### src/rtl/cia_bus_arbiter_if.sv
// Host-side request/response bundle for cia_bus_arbiter.
// The master modport is the host requester; the slave modport is the arbiter.
interface cia_bus_arbiter_if;
   logic       host_req;
   logic       host_rw;
   logic [3:0] host_rs;
   logic [7:0] host_wdata;
   logic       host_ack;
   logic       host_err;
   logic [7:0] host_rdata;
   logic       host_busy;

   modport master (
      output host_req, host_rw, host_rs, host_wdata,
      input  host_ack, host_err, host_rdata, host_busy
   );

   modport slave (
      input  host_req, host_rw, host_rs, host_wdata,
      output host_ack, host_err, host_rdata, host_busy
   );
endinterface

### src/rtl/cia_bus_arbiter.sv
// Shares a CIA register port between the 6502-side CPU (always wins) and a host requester.
// Optional macro CIA_ARB_ICR_GUARD_EN blocks host reads of the read-to-clear ICR (rs=4'hD).
module cia_bus_arbiter #(
   parameter int unsigned STARVE_MAX = 255
) (
   input  logic                     clk,
   input  logic                     reset,
   input  logic                     phi2_p,
   input  logic                     phi2_n,
   input  logic                     cpu_cs_n,
   input  logic                     cpu_rw,
   input  logic [3:0]               cpu_rs,
   input  logic [7:0]               cpu_db,
   cia_bus_arbiter_if.slave         host,
   output logic                     cia_cs_n,
   output logic                     cia_rw,
   output logic [3:0]               cia_rs,
   output logic [7:0]               cia_db_in,
   input  logic [7:0]               cia_db_out
);

   typedef enum logic [1:0] {
      IDLE    = 2'd0,
      WAIT    = 2'd1,
      ACCESS  = 2'd2,
      CAPTURE = 2'd3
   } state_t;

   // The starvation limit is compared against an 8-bit saturating counter.
   localparam logic [7:0] STARVE_LIM = (STARVE_MAX > 32'd255) ? 8'hFF : 8'(STARVE_MAX);

   state_t     state_r;
   logic [7:0] slot_cnt_r;
   logic       hold_rw_r;
   logic [3:0] hold_rs_r;
   logic [7:0] hold_wdata_r;
   logic       guard_pend_r;

   logic       phi2_n_s;
   logic       cpu_own_s;
   logic       host_own_s;
   logic [7:0] slot_cnt_inc_s;
   logic       starve_s;
   logic       accept_s;
   logic       icr_block_s;

   // Slot ownership, acceptance and starvation decode.
   always_comb begin
      phi2_n_s       = 1'b0;
      cpu_own_s      = 1'b0;
      host_own_s     = 1'b0;
      slot_cnt_inc_s = slot_cnt_r;
      starve_s       = 1'b0;
      accept_s       = 1'b0;
      icr_block_s    = 1'b0;

      phi2_n_s   = phi2_n & ~phi2_p;
      cpu_own_s  = phi2_p & ~cpu_cs_n;
      host_own_s = phi2_p & cpu_cs_n & (state_r == WAIT);

      if (slot_cnt_r == 8'hFF) begin
         slot_cnt_inc_s = slot_cnt_r;
      end else begin
         slot_cnt_inc_s = slot_cnt_r + 8'd1;
      end

      starve_s = (state_r == WAIT) & cpu_own_s & (slot_cnt_inc_s >= STARVE_LIM);
      // A request seen while the previous ack is still high must be re-asserted.
      accept_s = (state_r == IDLE) & host.host_req & ~host.host_ack & ~guard_pend_r;

`ifdef CIA_ARB_ICR_GUARD_EN
      icr_block_s = accept_s & host.host_rw & (host.host_rs == 4'hD);
`else
      icr_block_s = 1'b0;
`endif
   end

   // Host FSM, CIA port drive and host response registers.
   always_ff @(posedge clk or posedge reset) begin
      if (reset) begin
         state_r         <= IDLE;
         slot_cnt_r      <= 8'h00;
         hold_rw_r       <= 1'b1;
         hold_rs_r       <= 4'h0;
         hold_wdata_r    <= 8'h00;
         guard_pend_r    <= 1'b0;
         host.host_ack   <= 1'b0;
         host.host_err   <= 1'b0;
         host.host_rdata <= 8'h00;
         host.host_busy  <= 1'b0;
         cia_cs_n        <= 1'b1;
         cia_rw          <= 1'b1;
         cia_rs          <= 4'h0;
         cia_db_in       <= 8'h00;
      end else begin
         host.host_ack <= 1'b0;
         host.host_err <= 1'b0;

         // With no owner the select and direction release; rs/db keep their last value.
         if (phi2_p) begin
            if (cpu_own_s) begin
               cia_cs_n  <= 1'b0;
               cia_rw    <= cpu_rw;
               cia_rs    <= cpu_rs;
               cia_db_in <= cpu_db;
            end else if (host_own_s) begin
               cia_cs_n  <= 1'b0;
               cia_rw    <= hold_rw_r;
               cia_rs    <= hold_rs_r;
               cia_db_in <= hold_wdata_r;
            end else begin
               cia_cs_n  <= 1'b1;
               cia_rw    <= 1'b1;
            end
         end

         case (state_r)
            IDLE: begin
               if (guard_pend_r) begin
                  guard_pend_r   <= 1'b0;
                  host.host_ack  <= 1'b1;
                  host.host_err  <= 1'b1;
                  host.host_busy <= 1'b0;
               end else if (accept_s) begin
                  hold_rw_r      <= host.host_rw;
                  hold_rs_r      <= host.host_rs;
                  hold_wdata_r   <= host.host_wdata;
                  host.host_busy <= 1'b1;
                  slot_cnt_r     <= 8'h00;
                  if (icr_block_s) begin
                     guard_pend_r <= 1'b1;
                  end else begin
                     state_r <= WAIT;
                  end
               end
            end
            WAIT: begin
               if (host_own_s) begin
                  state_r <= ACCESS;
               end else if (cpu_own_s) begin
                  slot_cnt_r <= slot_cnt_inc_s;
                  if (starve_s) begin
                     state_r        <= IDLE;
                     host.host_ack  <= 1'b1;
                     host.host_err  <= 1'b1;
                     host.host_busy <= 1'b0;
                  end
               end
            end
            ACCESS: begin
               if (phi2_n_s) begin
                  state_r <= CAPTURE;
               end
            end
            CAPTURE: begin
               if (hold_rw_r) begin
                  host.host_rdata <= cia_db_out;
               end
               host.host_ack  <= 1'b1;
               host.host_err  <= 1'b0;
               host.host_busy <= 1'b0;
               state_r        <= IDLE;
            end
            default: begin
               state_r <= IDLE;
            end
         endcase
      end
   end

endmodule
### src/flat_wrapper.sv
// flat-port wrapper written by rule: the top's interface ports become plain ports
module cia_bus_arbiter_flat 
#(
   parameter int unsigned STARVE_MAX = 255
)
  (clk, reset, phi2_p, phi2_n, cpu_cs_n, cpu_rw, cpu_rs, cpu_db, cia_cs_n, cia_rw, cia_rs, cia_db_in, cia_db_out, host_host_req, host_host_rw, host_host_rs, host_host_wdata, host_host_ack, host_host_err, host_host_rdata, host_host_busy);
  cia_bus_arbiter_if host_i ();
  input  logic clk;
  input  logic reset;
  input  logic phi2_p;
  input  logic phi2_n;
  input  logic cpu_cs_n;
  input  logic cpu_rw;
  input  logic [3:0] cpu_rs;
  input  logic [7:0] cpu_db;
  output logic cia_cs_n;
  output logic cia_rw;
  output logic [3:0] cia_rs;
  output logic [7:0] cia_db_in;
  input  logic [7:0] cia_db_out;
  input wire logic [$bits(host_i.host_req)-1:0] host_host_req;
  input wire logic [$bits(host_i.host_rw)-1:0] host_host_rw;
  input wire logic [$bits(host_i.host_rs)-1:0] host_host_rs;
  input wire logic [$bits(host_i.host_wdata)-1:0] host_host_wdata;
  output wire logic [$bits(host_i.host_ack)-1:0] host_host_ack;
  output wire logic [$bits(host_i.host_err)-1:0] host_host_err;
  output wire logic [$bits(host_i.host_rdata)-1:0] host_host_rdata;
  output wire logic [$bits(host_i.host_busy)-1:0] host_host_busy;
  assign host_i.host_req = host_host_req;
  assign host_i.host_rw = host_host_rw;
  assign host_i.host_rs = host_host_rs;
  assign host_i.host_wdata = host_host_wdata;
  assign host_host_ack = host_i.host_ack;
  assign host_host_err = host_i.host_err;
  assign host_host_rdata = host_i.host_rdata;
  assign host_host_busy = host_i.host_busy;
  cia_bus_arbiter #(.STARVE_MAX(STARVE_MAX)) u_core (.clk(clk), .reset(reset), .phi2_p(phi2_p), .phi2_n(phi2_n), .cpu_cs_n(cpu_cs_n), .cpu_rw(cpu_rw), .cpu_rs(cpu_rs), .cpu_db(cpu_db), .host(host_i), .cia_cs_n(cia_cs_n), .cia_rw(cia_rw), .cia_rs(cia_rs), .cia_db_in(cia_db_in), .cia_db_out(cia_db_out));
endmodule
### config.mk
export PLATFORM = sky130hd
export DESIGN_NAME = cia_bus_arbiter_flat
export DESIGN_NICKNAME = d
export VERILOG_FILES = /design/src/rtl/cia_bus_arbiter_if.sv /design/src/rtl/cia_bus_arbiter.sv /design/src/flat_wrapper.sv
export SDC_FILE = /design/constraint.sdc
export NUM_CORES = 1
export LEC_CHECK = 0
export ABC_CLOCK_PERIOD_IN_PS = 4800
export CAP_MARGIN = 30
export CORE_ASPECT_RATIO = 1.5
export CORE_MARGIN = 4
export CORE_UTILIZATION = 40
export DETAILED_ROUTE_END_ITERATION = 12
export PLACE_DENSITY_LB_ADDON = 0.25
export SLEW_MARGIN = 40
export SYNTH_ARGS = -nofsm -noshare
export SYNTH_HDL_FRONTEND = slang
export SYNTH_SLANG_ARGS = --single-unit
### constraint.sdc
create_clock -name clk -period 4.8 [get_ports clk]
set_input_delay 0.96 -clock clk [delete_from_list [all_inputs] [get_ports clk]]
set_output_delay 0.96 -clock clk [all_outputs]
set_load 0.01 [all_outputs]
==> Word level (Yosys, flattened, before mapping) <==
Cells that the tools add are included.
{ "classes": {"n_mux": 29, "n_reduce_logical": 10, "bitwise_logic": 11, "addsub": 1, "n_lt_le_gt_ge": 1, "n_eq_ne": 11} }
{ "ops": {"columns": ["cell", "n"], "rows": [
  ["$mux W8", 6],
  ["$pmux W8 S2", 1],
  ["$mux W1", 12],
  ["$mux W2", 5],
  ["$add A8 B1 Y8 const B", 1],
  ["$and A1 B1 Y1", 8],
  ["$eq A8 B8 Y1 const B", 1],
  ["$ge A8 B8 Y1 const B", 1],
  ["$mux W4", 2],
  ["$ne A2 B1 Y1 const B", 4],
  ["$pmux W2 S4", 1],
  ["$reduce_and A4 Y1", 2],
  ["$ne A3 B1 Y1 const B", 2],
  ["$reduce_and A2 Y1", 3],
  ["$reduce_and A5 Y1", 1],
  ["$eq A2 B2 Y1 const B", 2],
  ["$reduce_bool A2 Y1", 2],
  ["$not A1 Y1", 3],
  ["$pmux W1 S3", 1],
  ["$reduce_bool A3 Y1", 1],
  ["$eq A2 B1 Y1 const B", 1],
  ["$logic_not A2 Y1", 1],
  ["$ne A2 B2 Y1 const B", 1],
  ["$pmux W1 S2", 1]
]} }
{ "totals": {"word_cells": 76, "register_bits": 48, "output_inout_bits": 25} }

==> Depth between registers and ports, before layout <==
{ "depth": {"depth_word": 8, "ltp_mapped": 6, "depth_no_buf": 5} }

==> Worst setup path after synthesis <==
Ideal clock, no wire load.
{ "synth_timing": {"path_kind": "input port to flip-flop", "start": "input port cpu_cs_n", "end": "register u_core.host.host_busy", "t_required_ps": 4662, "setup_ps": 138, "stages": 5, "slack_ps": 2674, "arrival_time_ps": 1988, "path_cell_list": "clkbuf_1 > and4bb_2 > nand2_2 > a2111oi_4 > a211oi_1"} }
{ "synth_between": {"elab_chain_cells": 6} }
{ "synth_rtl": {"columns": ["element", "line", "text"], "rows": [
  ["start: declaration", "flat_wrapper.sv:12", "input logic cpu_cs_n;"],
  ["$not A1 Y1", "cia_bus_arbiter.sv:58", "cpu_own_s = phi2_p & ~cpu_cs_n;"],
  ["$and A1 B1 Y1", "cia_bus_arbiter.sv:58", null],
  ["$and A1 B1 Y1 (2 in a row)", "cia_bus_arbiter.sv:67", "starve_s = (state_r == WAIT) & cpu_own_s & (slot_cnt_inc_s >= STARVE_LIM);"],
  ["$ne A2 B1 Y1 (no line)", null, null],
  ["$reduce_and A5 Y1 (no line) *", null, null],
  ["end signal: assignment", "cia_bus_arbiter.sv:90", "host.host_busy <= 1'b0;"],
  ["end signal: assignment", "cia_bus_arbiter.sv:123", "host.host_busy <= 1'b0;"],
  ["end signal: assignment", "cia_bus_arbiter.sv:128", "host.host_busy <= 1'b1;"],
  ["end: declaration", "cia_bus_arbiter_if.sv:20", "output host_ack, host_err, host_rdata, host_busy"]
]} }
Mark *: on every way between the ends. The rest lies on a longest branch, timed or not.
A chain may end at the register's enable or synchronous reset.

==> Final worst setup path <==
{ "layout_timing": {"start": "input port phi2_p", "end": "register u_core.host.host_busy"} }
{ "layout_between": {"elab_chain_cells": 5} }
{ "layout_rtl": {"columns": ["element", "line", "text"], "rows": [
  ["start: declaration", "flat_wrapper.sv:10", "input logic phi2_p;"],
  ["$and A1 B1 Y1", "cia_bus_arbiter.sv:58", null],
  ["$and A1 B1 Y1 (2 in a row)", "cia_bus_arbiter.sv:67", null],
  ["$ne A2 B1 Y1 (no line)", null, null],
  ["$reduce_and A5 Y1 (no line) *", null, null]
]} }
Marked as above.

==> qor.txt <==
Status: finished, final reports clean
Placed cell area: 2920 um2
Max capacitance violation total: 0
RSZ-0062 raised after global routing: no
Clock group share of total power: 16.4%
Util after Layout: 55.4%
Gr ovfl total: 0
Combinational share of power: 39.0%
Max Transition Viols Final: 0
Hold WS: 0.484 ns
Mux share of post-synthesis cell area: 17.9%
Post-synthesis compound-gate area fraction: 11.0%
Top delay family on crit path: buffers and inverters
Worst-case clock buffer depth: 2
Reg power frac: 44.6%
Reg2Reg Setup Slack: 2.89 ns
Post-Route WL: 4.76 mm
DP Cell Count: 317
H-tree depth: 2
Initial Util: 40.8%
Share of layout cells above drive strength 1: 16.9%
Critical Path RT: 4.96 ns
IO Pins: 65
Port Buf Inserts: 64
Post-route insts no fill: 325
Total power: 1.54 mW
First-pass GRT wire length: 7.89 mm
PD cells: 509 nW/um2
Final hold violations: 0
Syn-to-layout area delta: 35.8%
Remaining antenna violation count after routing: 0
Yosys Warn Count: 0
Ranking of synthesized cells by area: dfrtp_1 (51%), mux2_2 (12%), mux2i_1 (6.3%)
Design area: 3020 um2
Num rows: 33
Yosys cell types: 42
Hold depth: 2
Area share of the largest cell type after synthesis: 50.6%
First drt pass iteration count: 4
Clock Tree Root: clkbuf_8
Post-synth top area cell: dfrtp_1
Fmax: 410 MHz
# hold bufs at CTS: 0
Switching portion of total power: 31.2%
FF-to-FF Start: u_core.slot_cnt_r[0]$_DFFE_PP0P_
Syn_nets: 232
Crit. End Element: register
Post-synth EDFFs: 0
Adder-Cell Fraction of Synth Area: 0.562%
Cts bufs inserted: 5
CTS tree: built
Num Clock Sinks: 48
# DRC: 0
Die area: 6840 um2
Worst-margin pin slew: 0.596 ns
Worst path slowest cell: clkdlybuf4s50_1
Vias/cell: 5.15
Skew final: 0.00648 ns
Placement Setup Slack: 2.06 ns
Prevailing post-synth register cell: dfrtp_1
Post-Synth XOR/XNOR Area: 0%
Avg Inst Size Synth: 11.6 um2
Routed len/inst: 14.6 um
Fin crit share: 50.8%
Max rail drop VDD: 203 uV
CP cell instances: clkdlybuf4s50_1 -> and4bb_2 -> nand2_2 -> a2111oi_4 -> a211oi_1
Startpoint Class: input port
Top cells by count, synth: dfrtp_1 (45), mux2_2 (23), nand2_1 (18)
Total track usage: 15.4%
Ant. Diodes: 0
#FFs+latches synth: 48
Reg2reg end: u_core.host.host_busy$_DFFE_PP0P_
DRT iter0 DRCs: 48
Setup Buffers After CTS: 0
Hold worst-path end: u_core.cia_db_in[5]$_DFFE_PP0P_
WS Path Type: in -> reg
FFs w/ async S/R, synth: 100%
Largest family of logic cells by synthesized area: multiplexers
Worst Path Arrival: 2.60 ns
Number of global-route vias before repair: 1687
Vias: 1673
Gpl congestion: 0.897
Gate Count Post-Synth: 191
CP bufs+invs: 1
Largest net degree at the start of global routing: 49
Cts repair resizes: 0
Worst-case reg-to-reg path depth: 5
Hpwl dp: 3.48 mm
Fin Setup TNS: 0 ns
Initial antenna violation count: 0
Core area: 5450 um2
Final setup fails: 0
Final Worst Setup Slack: 2.36 ns
Beginning of the worst hold path: u_core.cia_db_in[5]$_DFFE_PP0P_
Chip Width: 68.9 um
Mapped Area: 2220 um2
Tmin final: 2.44 ns
Net Sw Power: 0.480 mW
Hold Crit Class: reg -> reg
Final #Nets: 295
Synthesized-area fraction occupied by and/or/nand/nor cells: 13.8%
Worst-skew pair later-pin latency: 0.29 ns
Most numerous cell in the Yosys netlist: dfrtp_1
P_int: 1.06 mW
CTS clock-pin slew for the worst setup and hold paths: 0.09 ns
Crit Path Max Fanout: 10
Register area share after synthesis: 54.2%
Die Y: 99.3 um
Slew HR: 60.3%
P_leak: 1.22 nW
CP peak stage delay: 0.65 ns
## flip-flops by register name (all words and copies together), names as in the netlist, named ones only
signal	cells
u_core.host.host_ack	1
u_core.cia_db_in	8
u_core.host.host_rdata	8
u_core.hold_rs_r	4
u_core.hold_rw_r	1
u_core.cia_cs_n	1
u_core.host.host_busy	1
u_core.slot_cnt_r	8
u_core.hold_wdata_r	8
u_core.state_r	1
u_core.host.host_err	1
u_core.cia_rs	4
u_core.cia_rw	1
## power groups by stage
| stage | Clock (mW) | Sequential, mW | Combinational [mW] |
|---|---|---|---|
| 3_3_place_gp | 0 | 0.688 | 0.598 |
| 4_1_cts | 0.264 | 0.688 | 0.611 |
| 3_5_place_dp | 0 | 0.697 | 0.610 |
| 5_1_grt | 0.279 | 0.708 | 0.669 |
| 6_report | 0.253 | 0.685 | 0.600 |
| 2_1_floorplan | 0 | 0.722 | 0.285 |
## metal layers
metal | share of wire (%) | global-route usage, % | vias to the layer above
met3 | 5.4 | 3.05 | 6
li1 | - | - | 817
met1 | 39 | 18.5 | 807
met5 | 0 | 0 | -
met2 | 54 | 26.0 | 43
met4 | 1.9 | 6.46 | 0
## kinds of logic (layout without fill, tap and decap cells)
logic type	after synthesis	count (layout)
simple gates	57	57
flops	48	48
mux	37	37
compound gates	37	37
buf+inv	11	75
fa+ha+maj	1	1
## how the worst max path moves through the flow
stage	start	end	slack (ns)	cells after the start
2_1_floorplan	cpu_cs_n	u_core.host.host_busy$_DFFE_PP0P_	2.67	5
3_3_place_gp	phi2_p	u_core.host.host_busy$_DFFE_PP0P_	2.12	5
3_5_place_dp	phi2_p	u_core.host.host_busy$_DFFE_PP0P_	2.06	5
4_1_cts	phi2_p	u_core.host.host_busy$_DFFE_PP0P_	2.37	5
5_1_grt	phi2_p	u_core.host.host_busy$_DFFE_PP0P_	2.27	5
6_report	phi2_p	u_core.host.host_busy$_DFFE_PP0P_	2.36	5
## tightest hold or removal path: stages, from the launching register on
cell and delay, ns:
dfrtp_1 0.35, nand2_1 0.04, o21ai_0 0.06
## layout by cell type, fill, tap and decap left out, drive strengths merged, types with 5 or more instances in the layout
cell and n:
mux2i 14, nand2 19, nor2 9, nand3 5, dfrtp 45, clkbuf 6
o21ai 16, clkdlybuf4s50 64, mux2 23, a21oi 7
## cell type report
type	count	area [um2]
Fill cell	511	2430
Timing Repair Buffer	66	656
Clock inverter	2	15.0
Clock buffer	6	82.6
Tap cell	70	87.6
Sequential cell	48	1200
Inverter	1	6.26
Multi-Input combinational cell	132	970
(Power assumes the default switching activity.)
